[config.mk]
export PLATFORM = sky130hd
export DESIGN_NAME = reg_access_arbiter
export DESIGN_NICKNAME = d
export VERILOG_FILES = /design/src/rtl/reg_arb_pkg.sv /design/src/rtl/rr_picker.sv /design/src/rtl/reg_access_arbiter.sv
export SDC_FILE = /design/constraint.sdc
export NUM_CORES = 1
export LEC_CHECK = 0
export ABC_AREA = 1
export CAP_MARGIN = 20
export CORE_AREA = 4 4 95 106
export DETAILED_ROUTE_END_ITERATION = 10
export DIE_AREA = 0 0 99 110
export GPL_ROUTABILITY_DRIVEN = 0
export HOLD_SLACK_MARGIN = 0.15
export PLACE_DENSITY = 0.84
export SYNTH_ARGS = -nofsm -noshare
export SYNTH_HDL_FRONTEND = slang
export SYNTH_HIERARCHICAL = 1
export SYNTH_SLANG_ARGS = --single-unit
[constraint.sdc]
create_clock -name CLK -period 5.36 [get_ports CLK]
set_clock_uncertainty 0.05 [all_clocks]
set_input_delay 1.072 -clock CLK [delete_from_list [all_inputs] [get_ports CLK]]
set_output_delay 1.072 -clock CLK [all_outputs]
set_load 0.005 [all_outputs]
[src/rtl/reg_arb_pkg.sv]
// Shared definitions for the register-access arbiter.
//   arb_state_t   : access sequencer states (IDLE -> ACCESS -> RESP)
//   ARB_LATENCY   : cycles from the IDLE sample of REQ to the ACK pulse
//   MAX_REQ       : largest supported requester count
//   onehot_to_idx : converts a one-hot vector (up to MAX_REQ bits) to an index
package reg_arb_pkg;

   typedef enum logic [1:0] {
      IDLE   = 2'd0,
      ACCESS = 2'd1,
      RESP   = 2'd2
   } arb_state_t;

   localparam int ARB_LATENCY = 2;
   localparam int MAX_REQ     = 8;

   // OR-reduction of set-bit positions; exact for one-hot input, 0 for all-zero.
   function automatic logic [2:0] onehot_to_idx(input logic [MAX_REQ-1:0] oh);
      logic [2:0] idx;
      idx = '0;
      for (int i = 0; i < MAX_REQ; i++) begin
         if (oh[i]) idx = idx | 3'(i);
      end
      return idx;
   endfunction

endpackage

[src/rtl/rr_picker.sv]
// Combinational winner selection for the register-access arbiter.
// Ports:
//   req_i     : per-requester request level
//   ptr_i     : round-robin start position (first requester searched)
//   win_oh_o  : one-hot winner, all-zero when nothing is requested
//   win_idx_o : index of the winner (0 when nothing is requested)
// Build option: REG_ARB_FIXED_PRIO_EN selects fixed priority (lowest index
// wins, ptr_i ignored) instead of round-robin search from ptr_i.
module rr_picker
   import reg_arb_pkg::*;
#(
   parameter int NUM_REQ = 2,
   parameter int IDX_W   = 1
) (
   input  logic [NUM_REQ-1:0] req_i,
   input  logic [IDX_W-1:0]   ptr_i,
   output logic [NUM_REQ-1:0] win_oh_o,
   output logic [IDX_W-1:0]   win_idx_o
);

`ifdef REG_ARB_FIXED_PRIO_EN
   logic unused_ptr;
   assign unused_ptr = ^ptr_i;

   // Isolate the lowest set bit.
   assign win_oh_o = req_i & (~req_i + NUM_REQ'(1));
`else
   logic [IDX_W-1:0] pos;
   logic             found;

   // Walk the requesters starting at ptr_i, wrapping at NUM_REQ; first hit wins.
   always_comb begin
      win_oh_o = '0;
      found    = 1'b0;
      pos      = '0;
      for (int k = 0; k < NUM_REQ; k++) begin
         pos = IDX_W'((int'(ptr_i) + k) % NUM_REQ);
         if (!found && req_i[pos]) begin
            found         = 1'b1;
            win_oh_o[pos] = 1'b1;
         end
      end
   end
`endif

   assign win_idx_o = IDX_W'(onehot_to_idx(MAX_REQ'(win_oh_o)));

endmodule

[src/rtl/reg_access_arbiter.sv]
// Shares one register-bank access port among NUM_REQ requesters.
// Each access runs IDLE (arbitrate + capture) -> ACCESS (one bank strobe)
// -> RESP (one-cycle ACK, read data returned) -> IDLE.
// Ports:
//   CLK, RST              : clock, asynchronous active-high reset
//   REQ, REQ_WEN          : per-requester request level and write(1)/read(0)
//   REQ_ADDR, REQ_WDATA   : packed per-requester address / write data
//   GNT                   : one-hot owner, held through ACCESS and RESP
//   ACK                   : one-hot completion pulse (RESP cycle)
//   RDATA                 : read data, valid in the ACK cycle, held until the next read ACK
//   REG_WEN, REG_REN      : bank strobes, only during ACCESS
//   REG_ADDR, REG_WDATA   : bank address / write data, hold last value
//   REG_RDATA             : bank read data, valid the cycle after REG_REN
//   DBG_STATE             : current sequencer state
// Handshake: a requester holds REQ/REQ_WEN/REQ_ADDR/REQ_WDATA until its ACK;
// everything is captured when REQ is sampled in IDLE, so later changes
// (including dropping REQ) do not affect the access in flight.
// Build option: REG_ARB_FIXED_PRIO_EN replaces round-robin with fixed priority.
module reg_access_arbiter
   import reg_arb_pkg::*;
#(
   parameter int NUM_REQ    = 2,
   parameter int ADDR_WIDTH = 8,
   parameter int DATA_WIDTH = 32
) (
   input  logic                          CLK,
   input  logic                          RST,
   input  logic [NUM_REQ-1:0]            REQ,
   input  logic [NUM_REQ-1:0]            REQ_WEN,
   input  logic [NUM_REQ*ADDR_WIDTH-1:0] REQ_ADDR,
   input  logic [NUM_REQ*DATA_WIDTH-1:0] REQ_WDATA,
   output logic [NUM_REQ-1:0]            GNT,
   output logic [NUM_REQ-1:0]            ACK,
   output logic [DATA_WIDTH-1:0]         RDATA,
   output logic                          REG_WEN,
   output logic                          REG_REN,
   output logic [ADDR_WIDTH-1:0]         REG_ADDR,
   output logic [DATA_WIDTH-1:0]         REG_WDATA,
   input  logic [DATA_WIDTH-1:0]         REG_RDATA,
   output arb_state_t                    DBG_STATE
);

   localparam int IDX_W = $clog2(NUM_REQ);

   arb_state_t             state_q, state_d;
   logic [NUM_REQ-1:0]     gnt_q, gnt_d;
   logic [IDX_W-1:0]       idx_q, idx_d;
   logic                   wen_q, wen_d;
   logic [ADDR_WIDTH-1:0]  addr_q, addr_d;
   logic [DATA_WIDTH-1:0]  wdata_q, wdata_d;
   logic [DATA_WIDTH-1:0]  rdata_q, rdata_d;

   logic [NUM_REQ-1:0]     win_oh;
   logic [IDX_W-1:0]       win_idx;
   logic [IDX_W-1:0]       rr_ptr;
   logic                   win_wen;
   logic [ADDR_WIDTH-1:0]  win_addr;
   logic [DATA_WIDTH-1:0]  win_wdata;

`ifdef REG_ARB_FIXED_PRIO_EN
   assign rr_ptr = '0;
`else
   logic [IDX_W-1:0] ptr_q, ptr_d;

   // Pointer moves past the winner while its strobe is on the bank.
   assign ptr_d = (state_q != ACCESS)            ? ptr_q :
                  (idx_q == IDX_W'(NUM_REQ - 1)) ? '0    : idx_q + 1'b1;

   always_ff @(posedge CLK or posedge RST) begin
      if (RST) ptr_q <= '0;
      else     ptr_q <= ptr_d;
   end

   assign rr_ptr = ptr_q;
`endif

   rr_picker #(
      .NUM_REQ (NUM_REQ),
      .IDX_W   (IDX_W)
   ) u_picker (
      .req_i     (REQ),
      .ptr_i     (rr_ptr),
      .win_oh_o  (win_oh),
      .win_idx_o (win_idx)
   );

   // One-hot mux of the winner's request fields.
   always_comb begin
      win_addr  = '0;
      win_wdata = '0;
      for (int i = 0; i < NUM_REQ; i++) begin
         if (win_oh[i]) begin
            win_addr  = win_addr  | REQ_ADDR[i*ADDR_WIDTH +: ADDR_WIDTH];
            win_wdata = win_wdata | REQ_WDATA[i*DATA_WIDTH +: DATA_WIDTH];
         end
      end
   end
   assign win_wen = |(REQ_WEN & win_oh);

   always_comb begin
      state_d = state_q;
      gnt_d   = gnt_q;
      idx_d   = idx_q;
      wen_d   = wen_q;
      addr_d  = addr_q;
      wdata_d = wdata_q;
      rdata_d = rdata_q;
      case (state_q)
         IDLE: begin
            if (|REQ) begin
               gnt_d   = win_oh;
               idx_d   = win_idx;
               wen_d   = win_wen;
               addr_d  = win_addr;
               wdata_d = win_wdata;
               state_d = ACCESS;
            end
         end
         ACCESS: state_d = RESP;
         RESP: begin
            if (!wen_q) rdata_d = REG_RDATA;
            gnt_d   = '0;
            state_d = IDLE;
         end
         default: state_d = IDLE;
      endcase
   end

   always_ff @(posedge CLK or posedge RST) begin
      if (RST) begin
         state_q <= IDLE;
         gnt_q   <= '0;
         idx_q   <= '0;
         wen_q   <= 1'b0;
         addr_q  <= '0;
         wdata_q <= '0;
         rdata_q <= '0;
      end else begin
         state_q <= state_d;
         gnt_q   <= gnt_d;
         idx_q   <= idx_d;
         wen_q   <= wen_d;
         addr_q  <= addr_d;
         wdata_q <= wdata_d;
         rdata_q <= rdata_d;
      end
   end

   assign GNT       = gnt_q;
   assign ACK       = (state_q == RESP) ? gnt_q : '0;
   assign REG_WEN   = (state_q == ACCESS) &&  wen_q;
   assign REG_REN   = (state_q == ACCESS) && !wen_q;
   assign REG_ADDR  = addr_q;
   assign REG_WDATA = wdata_q;
   // Bank data arrives in the RESP cycle; pass it straight through so RDATA
   // is valid alongside ACK, and keep the registered copy afterwards.
   assign RDATA     = (state_q == RESP && !wen_q) ? REG_RDATA : rdata_q;
   assign DBG_STATE = state_q;

endmodule

==> results_dict.tcl, run 1 <==
set metrics [dict create \
    cpPeakStageDelay_ns 0.63 \
    cts_tree "done" \
    irDropWorstVdd_v 0.000196 \
    critPathKind "flip-flop to output port" \
    rows 36 \
    vias 3722 \
    setup_viol 0 \
    grt_use_met2_pct 34.8 \
    cts.path.max_buffers 2 \
    grt_pass1_vias 3553 \
    core_mm2 0.00887 \
    hold_viol 0 \
    grt_max_degree 46 \
    ys_seq_elements 79 \
    crit_chain "inv_1 > nand3_2 > inv_2 > nand2_1 > nand2_1 > clkdlybuf4s50_1" \
    ys_types 17 \
    synthCells 513 \
    cts_buffers 9 \
    ctsResizeCount 0 \
    fmax_mhz 257 \
    hold_class "flip-flop to flip-flop" \
    cts_root_buf "clkbuf_8" \
    maxCapViolations 0 \
    required_ns 4.24 \
    hpwl_um 8100 \
    grt_usage_pct 19.0 \
    path_buf_inv 3 \
    avgSynthCellArea_um2 7.21 \
    totalWireLength_um 10400 \
    postCtsSetupBuffers 0 \
    tightest_slew_ns 1.01 \
    dp_worst_setup_slack_ns 1.85 \
    dieWidth_um 99 \
    mostFrequentLayoutCell "nand2_1" \
    port-buffer-count 197 \
    netlist_area_mm2 0.00370 \
    clk_pin_slew_ns 0.08 \
    drv_slew 0 \
    drive_above_1_share_pct 3.70 \
    fp.dieH_um 110 \
    start_util_pct 41.7 \
    fin_crit_sh_pct 72.5 \
    vias_per_cell 4.56 \
    timing.critical_path.mode_cell "nand2_1" \
    crit_slowest_cell "inv_2" \
    p_per_area_mw_per_mm2 505 \
    layout_setup_ws_ns 1.47 \
    crit_end "RDATA[25]" \
    cellLeakagePower_nw 3.12 \
    yosysWarnings 6 \
    wl_per_cell_um 12.8 \
    cp.depth 6 \
    areaGrowthSynthToFinish_pct 59.6 \
    outcome "completed" \
    cts_sinks 79 \
    crit_path_end_kind "output port" \
    insertion_delay_ns 0.34 \
    rsz0062_at_grt "false" \
    grt-busiest-layer "met2" \
    crit_family "buffers and inverters" \
    grt_util_met3_pct 5.92 \
    syn_nets 631 \
    r2r_cells 5 \
    dr.pass1.iters 4 \
    cts_max_level 3 \
    tns_ns 0 \
    cp.arrival_ns 2.76 \
    relSlewSlack_pct 32.2 \
    post-route-min-period_ns 3.89 \
    r2r_setup_slack_ns 3.17 \
    cts_hold_buf 0 \
    r2r_end "wen_q$_DFFE_PP0P_" \
    io_pins 198 \
    startpoint_type "flip-flop" \
    cp_max_fo 33 \
    drt_iter0_drc 125 \
    grt_pass1_wl_um 16600 \
    drc 0 \
    met1_usage_pct 21.8 \
    critPathLaunch "DBG_STATE[0]$_DFFE_PP0P_" \
    finalPower_mw 2.98 \
    ant_nets 0 \
    die-area_mm2 0.0109 \
    r2r-start "DBG_STATE[1]$_DFFE_PP0P_" \
    antenna_cells 0 \
    grt-ovfl-total 0 \
    final_cell_mix "382 x nand2_1, 197 x clkdlybuf4s50_1, 79 x dfrtp_1" \
    yosysSeqAreaShare_pct 53.5 \
    grt_antenna_before_repair 0 \
    fin_nets 815 \
]
==> worst min path at each step <==
stage	startpoint	endpoint	cells after the start
detailed placement	idx_q$_DFFE_PP0P_	ptr_q$_DFFE_PP0N_	1
global route	idx_q$_DFFE_PP0P_	ptr_q$_DFFE_PP0N_	1
floorplan	idx_q$_DFFE_PP0P_	ptr_q$_DFFE_PP0N_	1
finish	idx_q$_DFFE_PP0P_	ptr_q$_DFFE_PP0N_	1
CTS	idx_q$_DFFE_PP0P_	ptr_q$_DFFE_PP0N_	1
global placement	idx_q$_DFFE_PP0P_	ptr_q$_DFFE_PP0N_	1
==> synth_stat cells, drive strengths merged <==
cell type / count / area, um2
a21oi: 1 / 8.76
nand3: 5 / 30.0
or2: 1 / 6.26
buf: 23 / 146
inv: 12 / 45.1
a21boi: 1 / 11.3
nand2: 383 / 1440
clkbuf: 2 / 7.51
dfrtp: 79 / 1980
nor2: 5 / 21.3
o21ai: 1 / 5.00
==> cell families after synthesis <==
group / synth area share [%]
simple gates: 40.5
flops: 53.5
buf+inv: 5.38
compound gates: 0.676
==> sequential cells by signal, summed over array words and instances, names as in the netlist <==
signal and count:
REG_WDATA 32, rdata_q 32, REG_ADDR 8, DBG_STATE 2, GNT 2, idx_q 1, ptr_q 1, wen_q 1
==> power breakdown <==
group / internal (mW) / total [mW] / switching [mW]
registers: 0.866 / 0.989 / 0.123
logic: 0.802 / 1.51 / 0.712
clock network: 0.264 / 0.480 / 0.216
total: 1.93 / 2.98 / 1.05
==> stage by stage <==
stage / utilization (%) / instances / hold WS (ns) / instance area, um2
2_1_floorplan: - / 513 / 0.386 / 3700
3_3_place_gp: 64.0 / 800 / 0.403 / 5680
3_5_place_dp: 64.0 / 800 / 0.405 / 5680
4_1_cts: 66.5 / 816 / 0.414 / 5900
5_1_grt: 66.5 / 816 / 0.427 / 5900
6_report: 66.5 / 816 / 0.408 / 5900
==> area by class of cell <==
type | count | area, um2
fillers | 726 | 2970
inverters | 12 | 46.3
repair buffers | 198 | 1980
flip-flops and latches | 79 | 1980
multi-input cells | 397 | 1540
clock buffers | 9 | 124
clock inverters | 7 | 96.3
well taps | 114 | 143
==> routing by layer <==
layer / vias up / wire length [um]
met4: 0 / 119
met2: 142 / 5270
met5: - / 0
met1: 1674 / 4090
met3: 11 / 938
li1: 1895 / -
Power figures use the tool's default switching activity.
==> run 2: changes to the inputs <==
--- a/config.mk
+++ b/config.mk
@@ -7,12 +7,12 @@
 export LEC_CHECK = 0
 export ABC_AREA = 1
 export CAP_MARGIN = 20
-export CORE_AREA = 4 4 95 106
+export CORE_AREA = 4 4 98 110
 export DETAILED_ROUTE_END_ITERATION = 10
-export DIE_AREA = 0 0 99 110
+export DIE_AREA = 0 0 102 114
 export GPL_ROUTABILITY_DRIVEN = 0
 export HOLD_SLACK_MARGIN = 0.15
-export PLACE_DENSITY = 0.84
+export PLACE_DENSITY = 0.79
 export SYNTH_ARGS = -nofsm -noshare
 export SYNTH_HDL_FRONTEND = slang
 export SYNTH_HIERARCHICAL = 1
==> constraint.sdc (replaced) <==
create_clock -name CLK -period 3.6 [get_ports CLK]
set_clock_uncertainty 0.05 [all_clocks]
set_input_delay 0.72 -clock CLK [delete_from_list [all_inputs] [get_ports CLK]]
set_output_delay 0.72 -clock CLK [all_outputs]
set_load 0.005 [all_outputs]
==> run 2 against run 1 <==
Worst setup slack worse by 0.77 ns. Sequential power is 49% higher. Core utilization is 5.2 points lower. Count of clock-buffer cells in the layout is 4 higher. Global-route usage is 1.6 points lower. Cell area is 0.83% higher. Wire length is 0.75% lower. Sequential share of layout area is 0.27 points lower. Register-to-register slack worse by 1.2 ns. Critical path depth stayed put. Final cell count is 1.3% higher. Die area is 6.8% higher. Largest cell class unchanged.
==> results_dict.tcl, run 2 (synthesized netlist as in run 1, its figures left out) <==
set metrics [dict create \
    post-route-min-period_ns 2.90 \
    rows 38 \
    startpoint_type "flip-flop" \
    grt-ovfl-total 0 \
    crit_slowest_cell "clkdlybuf4s50_1" \
    grt_antenna_before_repair 0 \
    drt_iter0_drc 127 \
    clk_pin_slew_ns 0.07 \
    port-buffer-count 197 \
    r2r_setup_slack_ns 1.97 \
    fin_crit_sh_pct 80.5 \
    cp.depth 6 \
    setup_viol 0 \
    tns_ns 0 \
    cpPeakStageDelay_ns 0.51 \
    ant_nets 0 \
    final_cell_mix "382 x nand2_1, 197 x clkdlybuf4s50_1, 79 x dfrtp_1" \
    cts_buffers 9 \
    grt_usage_pct 17.4 \
    cts_root_buf "clkbuf_8" \
    ctsResizeCount 0 \
    drive_above_1_share_pct 4.10 \
    postCtsSetupBuffers 0 \
    path_buf_inv 3 \
    cts_tree "done" \
    dr.pass1.iters 4 \
    rsz0062_at_grt "false" \
    tightest_slew_ns 0.701 \
    cp.arrival_ns 2.13 \
    vias 3665 \
    netSwitchingFraction_pct 34.2 \
    crit_end "RDATA[20]" \
    combinationalPowerShare_pct 50.8 \
    grt_max_degree 45 \
    antenna_cells 0 \
    intPower_mw 2.93 \
    insertion_delay_ns 0.33 \
    r2r_end "REG_WDATA[6]$_DFFE_PP0P_" \
    grt_pass1_vias 3542 \
    wl_per_cell_um 12.5 \
    cp_max_fo 32 \
    power.share.clock_pct 16.1 \
    r2r_cells 7 \
    power_frac_seq_pct 33.1 \
    areaGrowthSynthToFinish_pct 60.9 \
    cellLeakagePower_nw 3.14 \
    cts.path.max_buffers 2 \
    p_switching_mw 1.52 \
    relSlewSlack_pct 53.2 \
    outcome "completed" \
    fmax_mhz 345 \
    dieWidth_um 102 \
    fin_nets 820 \
    p_per_area_mw_per_mm2 748 \
    vias_per_cell 4.43 \
    r2r-start "ptr_q$_DFFE_PP0N_" \
    maxCapViolations 0 \
    crit_family "buffers and inverters" \
    die-area_mm2 0.0116 \
    drc 0 \
    layout_setup_ws_ns 0.702 \
    cts_max_level 3 \
    fp.dieH_um 114 \
    grt_pass1_wl_um 16100 \
    hold_viol 0 \
    cts_hold_buf 0 \
    crit_path_end_kind "output port" \
    crit_chain "inv_1 > nand3_2 > inv_2 > nand2_1 > nand2_1 > clkdlybuf4s50_1" \
    mostFrequentLayoutCell "nand2_1" \
    drv_slew 0 \
    cts_sinks 79 \
    critPathKind "flip-flop to output port" \
    totalWireLength_um 10300 \
    irDropWorstVdd_v 0.000273 \
    hpwl_um 8090 \
    critPathLaunch "DBG_STATE[0]$_DFFE_PP0P_" \
    dp_worst_setup_slack_ns 0.948 \
    hold_class "flip-flop to flip-flop" \
    fillers 875 \
    required_ns 2.83 \
    io_pins 198 \
    start_util_pct 38.1 \
    core_mm2 0.00970 \
    timing.critical_path.mode_cell "nand2_1" \
]
-- run 2: stage by stage --
| stage | hold slack [ns] | cell area (um2) | cells | power [mW] | utilization (%) |
|---|---|---|---|---|---|
| 2_1_floorplan | 0.386 | 3700 | 513 | 2.52 | - |
| 4_1_cts | 0.428 | 5950 | 827 | 4.53 | 61.4 |
| 5_1_grt | 0.435 | 5950 | 827 | 4.83 | 61.4 |
| 3_5_place_dp | 0.411 | 5730 | 811 | 3.79 | 59.1 |
| 6_report | 0.422 | 5950 | 827 | 4.45 | 61.4 |
| 3_3_place_gp | 0.404 | 5730 | 811 | 3.71 | 59.1 |
-- run 2: cell type report --
type,instances,area [um2],share of cell area (%)
clock buffers,13,159,2.67
clock inverters,3,65.1,1.09
inverters,12,46.3,0.778
multi-input cells,397,1540,25.8
flip-flops and latches,79,1980,33.2
well taps,120,150,2.52
repair buffers,203,2020,33.9
-- run 2: worst min path at each step --
| stage | depth (start not counted) | endpoint | slack [ns] | startpoint |
|---|---|---|---|---|
| 2_1_floorplan | 1 | ptr_q$_DFFE_PP0N_ | 0.39 | idx_q$_DFFE_PP0P_ |
| 3_3_place_gp | 1 | ptr_q$_DFFE_PP0N_ | 0.40 | idx_q$_DFFE_PP0P_ |
| 3_5_place_dp | 2 | rdata_q[13]$_DFFE_PP0P_ | 0.41 | rdata_q[13]$_DFFE_PP0P_ |
| 4_1_cts | 2 | rdata_q[13]$_DFFE_PP0P_ | 0.43 | rdata_q[13]$_DFFE_PP0P_ |
| 5_1_grt | 1 | ptr_q$_DFFE_PP0N_ | 0.43 | idx_q$_DFFE_PP0P_ |
| 6_report | 2 | rdata_q[13]$_DFFE_PP0P_ | 0.42 | rdata_q[13]$_DFFE_PP0P_ |
-- run 2: worst reg2reg max path, delay by kind of cell (launching register included) --
| kind | cells | cell delay (ns) |
|---|---|---|
| buffers and inverters | 2 | 0.49 |
| flip-flops | 1 | 0.42 |
| AO/OA/AOI/OAI | 1 | 0.25 |
| AND/OR/NAND/NOR | 4 | 0.35 |
-- run 2: layer usage --
metal	part of all wire (%)	GRT usage (%)
met1	40	19.8
met2	49	30.6
met3	9.9	5.93
met4	1.1	5.25
met5	0	0
-- run 2: power by group through the flow --
stage	Sequential, mW	Combinational, mW	Clock, mW
finish	1.47	2.26	0.717
CTS	1.47	2.31	0.744
floorplan	1.48	1.05	0
detailed placement	1.48	2.30	0
global route	1.52	2.53	0.780
global placement	1.47	2.25	0
